## config.mk

```make
export PLATFORM = sky130hd
export DESIGN_NAME = shift_arbiter
export DESIGN_NICKNAME = d
export VERILOG_FILES = /design/src/rtl/shift_arbiter.sv
export SDC_FILE = /design/constraint.sdc
export NUM_CORES = 1
export LEC_CHECK = 0
export BUFFER_PORTS_ARGS = -buffer_cell sky130_fd_sc_hd__clkbuf_2
export CORE_MARGIN = 5
export CORE_UTILIZATION = 52
export CTS_CLUSTER_SIZE = 40
export DETAILED_ROUTE_END_ITERATION = 10
export GPL_ROUTABILITY_DRIVEN = 1
export PLACE_DENSITY_LB_ADDON = 0.1
export SETUP_SLACK_MARGIN = 0.15
export SLEW_MARGIN = 0
export SYNTH_ARGS = -nofsm -noshare
export SYNTH_HDL_FRONTEND = slang
export SYNTH_SLANG_ARGS = --single-unit
```

## constraint.sdc

```tcl
create_clock -name clock -period 4.2 [get_ports clock]
set_input_delay 0.63 -clock clock [delete_from_list [all_inputs] [get_ports clock]]
set_output_delay 0.63 -clock clock [all_outputs]
set_load 0.1 [all_outputs]
```

## src/rtl/shift_arbiter.sv

```systemverilog
// shift_arbiter: two requesters share one 32-bit arithmetic right shifter.
// Results are queued with the issuing requester index in a FIFO_DEPTH-entry FIFO.
// FIFO_DEPTH must be a power of two in 2..16, so the pointers wrap on their own.
// Optional feature macro: SHIFT_ARB_ROUND_ROBIN_EN
//   defined   -> on contention, the requester not served last wins
//   undefined -> on contention, requester 0 always wins (no pointer state)
module shift_arbiter #(
    parameter int FIFO_DEPTH = 2
) (
    input  logic        clock,
    input  logic        reset,
    input  logic        req0_valid,
    output logic        req0_ready,
    input  logic [31:0] req0_data,
    input  logic [4:0]  req0_amt,
    input  logic        req1_valid,
    output logic        req1_ready,
    input  logic [31:0] req1_data,
    input  logic [4:0]  req1_amt,
    output logic        out_valid,
    input  logic        out_ready,
    output logic [31:0] out_data,
    output logic        out_id
);

    localparam int PW = (FIFO_DEPTH > 1) ? $clog2(FIFO_DEPTH) : 1;
    localparam int CW = $clog2(FIFO_DEPTH + 1);

    logic [CW-1:0] count_q, count_d;
    logic [PW-1:0] wr_ptr_q, wr_ptr_d;
    logic [PW-1:0] rd_ptr_q, rd_ptr_d;
    logic [31:0]   data_mem_q [FIFO_DEPTH];
    logic [31:0]   data_mem_d [FIFO_DEPTH];
    logic          id_mem_q   [FIFO_DEPTH];
    logic          id_mem_d   [FIFO_DEPTH];

`ifdef SHIFT_ARB_ROUND_ROBIN_EN
    logic last_id_q, last_id_d;
`endif

    logic        gnt_id;
    logic        not_full;
    logic        push;
    logic        pop;
    logic        push_id;
    logic [31:0] push_data;
    logic [4:0]  push_amt;
    logic [31:0] shift_res;

    // Grant selection: a lone requester always wins; contention follows the policy.
    always_comb begin
        gnt_id = 1'b0;
        if (req0_valid && req1_valid) begin
`ifdef SHIFT_ARB_ROUND_ROBIN_EN
            gnt_id = ~last_id_q;
`else
            gnt_id = 1'b0;
`endif
        end else if (req1_valid) begin
            gnt_id = 1'b1;
        end
    end

    // Readies depend only on valids, grant and count; a full FIFO blocks even if popping.
    always_comb begin
        not_full   = (count_q < CW'(FIFO_DEPTH));
        req0_ready = !reset && req0_valid && !gnt_id && not_full;
        req1_ready = !reset && req1_valid &&  gnt_id && not_full;
    end

    // Shared datapath: mux the accepted operand and shift it arithmetically.
    always_comb begin
        push      = (req0_valid && req0_ready) || (req1_valid && req1_ready);
        push_id   = req1_valid && req1_ready;
        push_data = push_id ? req1_data : req0_data;
        push_amt  = push_id ? req1_amt  : req0_amt;
        shift_res = $signed(push_data) >>> push_amt;
        pop       = (count_q != '0) && out_ready;
    end

    // Next-state for FIFO bookkeeping and storage.
    always_comb begin
        count_d  = count_q + CW'(push) - CW'(pop);
        wr_ptr_d = wr_ptr_q + PW'(push);
        rd_ptr_d = rd_ptr_q + PW'(pop);
        data_mem_d = data_mem_q;
        id_mem_d   = id_mem_q;
        if (push) begin
            data_mem_d[wr_ptr_q] = shift_res;
            id_mem_d[wr_ptr_q]   = push_id;
        end
    end

`ifdef SHIFT_ARB_ROUND_ROBIN_EN
    // Remember who was served last; only an accepted transfer moves it.
    always_comb begin
        last_id_d = push ? push_id : last_id_q;
    end

    // Reset value 1 makes requester 0 win the first contention.
    always_ff @(posedge clock) begin
        if (reset) begin
            last_id_q <= 1'b1;
        end else begin
            last_id_q <= last_id_d;
        end
    end
`endif

    // FIFO control registers with synchronous reset.
    always_ff @(posedge clock) begin
        if (reset) begin
            count_q  <= '0;
            wr_ptr_q <= '0;
            rd_ptr_q <= '0;
        end else begin
            count_q  <= count_d;
            wr_ptr_q <= wr_ptr_d;
            rd_ptr_q <= rd_ptr_d;
        end
    end

    // Storage is not reset; stale entries are never visible because out_data is masked.
    always_ff @(posedge clock) begin
        data_mem_q <= data_mem_d;
        id_mem_q   <= id_mem_d;
    end

    // Head presentation, forced to zero when the FIFO is empty.
    always_comb begin
        out_valid = (count_q != '0);
        out_data  = out_valid ? data_mem_q[rd_ptr_q] : 32'h0;
        out_id    = out_valid ? id_mem_q[rd_ptr_q]   : 1'b0;
    end

endmodule

```

==> impl_metrics.ini <==
[global_route]
overflow = 0
grt_pass1_vias = 5299
grt_use_total = 0.2785
grt_max_degree = 57
grt_pass1_wl_mm = 28.55
antenna_found_initial = 0

[power]
p_comb_frac = 0.614
vdd.ir_drop.worst_mv = 0.5997
power_leakage_nw = 2.594
p_per_area_nw_per_um2 = 591.0
p_sw_mw = 2.216
p_total_mw = 3.889
p_sw_frac = 0.5698
clkPwrFrac = 0.133
sequentialPowerShare = 0.254
internal_power_mw = 1.673

[cts]
cts_buffers = 9
cts_resized = 0
clk_latency_ns = 0.34
clock_sinks = 70
root_buffer = clkbuf_8
post_cts_buffers = 0
cts_buffer_depth = 2
ctsHoldBuffers = 0
h-tree-depth = 3
clkTransAtPathRegs_ns = 0.07
cts_tree = yes

[sta]
fin_crit_sh = 0.8184
fin_crit_ns = 3.437
finalHoldViolCount = 0
worstMarginPinSlew_ns = 1.078
slew_violations = 0
fmax_mhz = 290.9
tns_ns = 0
whs_ns = 0.5287
setup_viol = 0
finalClockSkew_ns = 0.005938
rsz0062_at_grt = false
timing.slew.headroom = 0.2812

[worst_setup_path]
ff2ff_setup_slack_ns = 0.86
cp-end-kind = register
path_cells = clkbuf_2 -> or4b_1 -> clkinv_2 -> buf_12 -> mux2i_2 -> buf_12 -> nand2_1 -> nand2_1 -> a21boi_0 -> o21ai_0
cp_data_required_time_ns = 4.26
path_class = input pin to register
crit_path_start_kind = input pin
crit_buf_inv = 4
crit_fanout = 56
worstPathArrival_ns = 3.50
cp_slowest_stage_delay_ns = 0.63
critical_path.top_delay_family = simple AND/OR/NAND/NOR gates
cp_slowest_cell = or4b_1

[final_layout]
drive_gt1_frac = 0.2756
fin_nets = 800
n_antenna_cell = 0
final_cell_area_sq_um = 6580
area_delta_synth_final_pct = 15.30
stdcell_count = 862

[place]
dp_hpwl_mm = 13.96
port_buffers = 114
placed_area_sq_um = 6391
dpl.cell_count = 846
gp_congestion = 1.006

[floorplan]
die_y_microns = 114.8
die_x_microns = 114.8
initial_utilization = 0.5288
core_area_sq_um = 10790
fp.dieArea_sq_um = 13170
rows = 38
ios = 115

[logic_synthesis]
avgSynthCellArea_sq_um = 9.204
ys_ff_latch = 70
synth-seq-area-share = 0.3613
synth_edf_count = 66
synth_ff_type = edfxtp_1
syn_inst = 620
synth_cell_types = 61
yosysWarnings = 0
async_flop_share = 0
syn-num-nets = 703
syn_area_sq_um = 5707

[run]
drv_cap = 0

[routing]
vias_per_cell = 6.274
routedWlPerCell_microns = 21.12
drc = 0
finalWirelength_mm = 18.21
vias = 5408
antenna_left = 0
first_iter_violations = 388
dr.pass1.iters = 5

[status]
status = finished clean

[hold_path]
hp-class = input pin to register
synth_stat cells, types with 2 or more instances:
cell        n  area, sq um
or3_1       3        18.77
o21ai_1    12        60.06
a21boi_0    2        15.01
a22oi_1     3        22.52
a211o_1     2        17.52
buf_6       3        33.78
or2_2       2        12.51
nor2b_1    27        168.9
o211ai_1    8        60.06
nand3_1    12        60.06
a2111oi_0   7        61.31
mux2i_2     2        27.53
nor2_1     75        281.5
and2_1      8        50.05
mux2_2     18        202.7
mux2i_1    76        760.7
buf_4       3        22.52
nand2_1    64        240.2
dfxtp_1     4        80.08
clkbuf_1   20        75.07
a211oi_1   31        232.7
xnor2_1     2        17.52
o21ai_0    30        150.1
buf_2      19        95.09
edfxtp_1   66         1982
o21ai_2     3        26.28
mux4_2      8        180.2
nor3_1     15        75.07
a21oi_2     2        17.52
a211oi_2    2        25.02
o22ai_1     4        25.02
a21oi_1    34        170.2
nor3b_1     3        22.52
o221ai_1    4        35.03
a221oi_1    3        26.28
a31oi_1     4        25.02
o31ai_1     3        22.52
inv_1       8        30.03
buf_1       3        11.26
ha_1        4        50.05
logic make-up (layout without fill, tap and decap cells):
kind of cell,after synthesis,count (layout),share of synthesized area
XOR/XNOR,3,3,0.004605
flip-flops,70,70,0.3613
AND/OR/NAND/NOR,214,214,0.1699
adder cells (fa/ha/maj),4,4,0.008770
AO/OA/AOI/OAI,163,163,0.1890
multiplexers,106,106,0.2118
buffers and inverters,60,162,0.05459
cell usage in the layout (no fill, tap or decap), types with 4 or more instances in the layout:
master	Yosys	routed
a2111oi_0	7	7
a211oi_1	31	31
a21oi_1	34	34
a31oi_1	4	4
and2_1	8	8
buf_4	3	20
clkbuf_2	0	114
clkbuf_8	0	9
clkinv_2	1	4
edfxtp_1	66	66
ha_1	4	4
inv_1	8	8
mux2_2	18	18
mux2i_1	76	75
mux4_2	8	8
nand2_1	64	64
nand3_1	12	12
nor2_1	75	74
nor2b_1	27	27
nor3_1	15	15
o211ai_1	8	8
o21ai_0	30	30
o21ai_1	12	12
o221ai_1	4	4
o22ai_1	4	4
worst paths after layout:
kind                    end  cells past startpoint  startpoint
min reg2reg        wr_ptr_q                      3    wr_ptr_q
min                rd_ptr_q                      2       reset
max          data_mem_q[28]                     10       reset
max reg2reg  data_mem_q[28]                      9  count_q[1]
registers in the layout (all words and copies together), names as in the netlist:
| register | flops |
|---|---|
| data_mem_q | 64 |
| count_q | 2 |
| id_mem_q | 2 |
| rd_ptr_q | 1 |
| wr_ptr_q | 1 |
stage by stage:
step           utilization  setup WS [ns]
4_1_cts             0.6097         0.9006
6_report            0.6097         0.7626
2_1_floorplan            -         0.7654
5_1_grt             0.6097         0.7260
3_3_place_gp        0.5922         0.5165
3_5_place_dp        0.5922         0.5442
cell type report:
cell class / instances / area [sq um]
Clock buffer: 9 / 123.9
Clock inverter: 7 / 65.06
Fill cell: 975 / 4213
Inverter: 10 / 38.79
Multi-Input combinational cell: 490 / 3353
Sequential cell: 70 / 2063
Tap cell: 140 / 175.2
Timing Repair Buffer: 136 / 760.7
power groups by stage:
stage | Sequential (mW) | Clock [mW] | Combinational [mW]
after floorplan | 0.940 | 0 | 1.98
after global placement | 0.997 | 0 | 2.36
after detailed placement | 1.00 | 0 | 2.38
after CTS | 0.988 | 0.527 | 2.39
after global routing | 0.999 | 0.559 | 2.50
final | 0.987 | 0.516 | 2.39
worst register-to-register path: stages (launching register included):
cell and delay (ns):
dfxtp_1 0.36, or4b_1 0.59, clkinv_2 0.15, buf_12 0.27, mux2i_2 0.58, buf_12 0.25
nand2_1 0.20, nand2_1 0.17, a21boi_0 0.32, o21ai_0 0.18
routing by layer:
metal  up-vias  wire length, microns  track usage  part of all wire
met4         0                   493       0.1064             0.027
met2       290                  8684       0.4529              0.48
met5         -                     0            0                 0
li1       2522                     -            -                 -
met3        41                  1313      0.02895             0.072
met1      2555                  7717       0.3860              0.42
No activity file was read; power rests on OpenSTA's default activity.
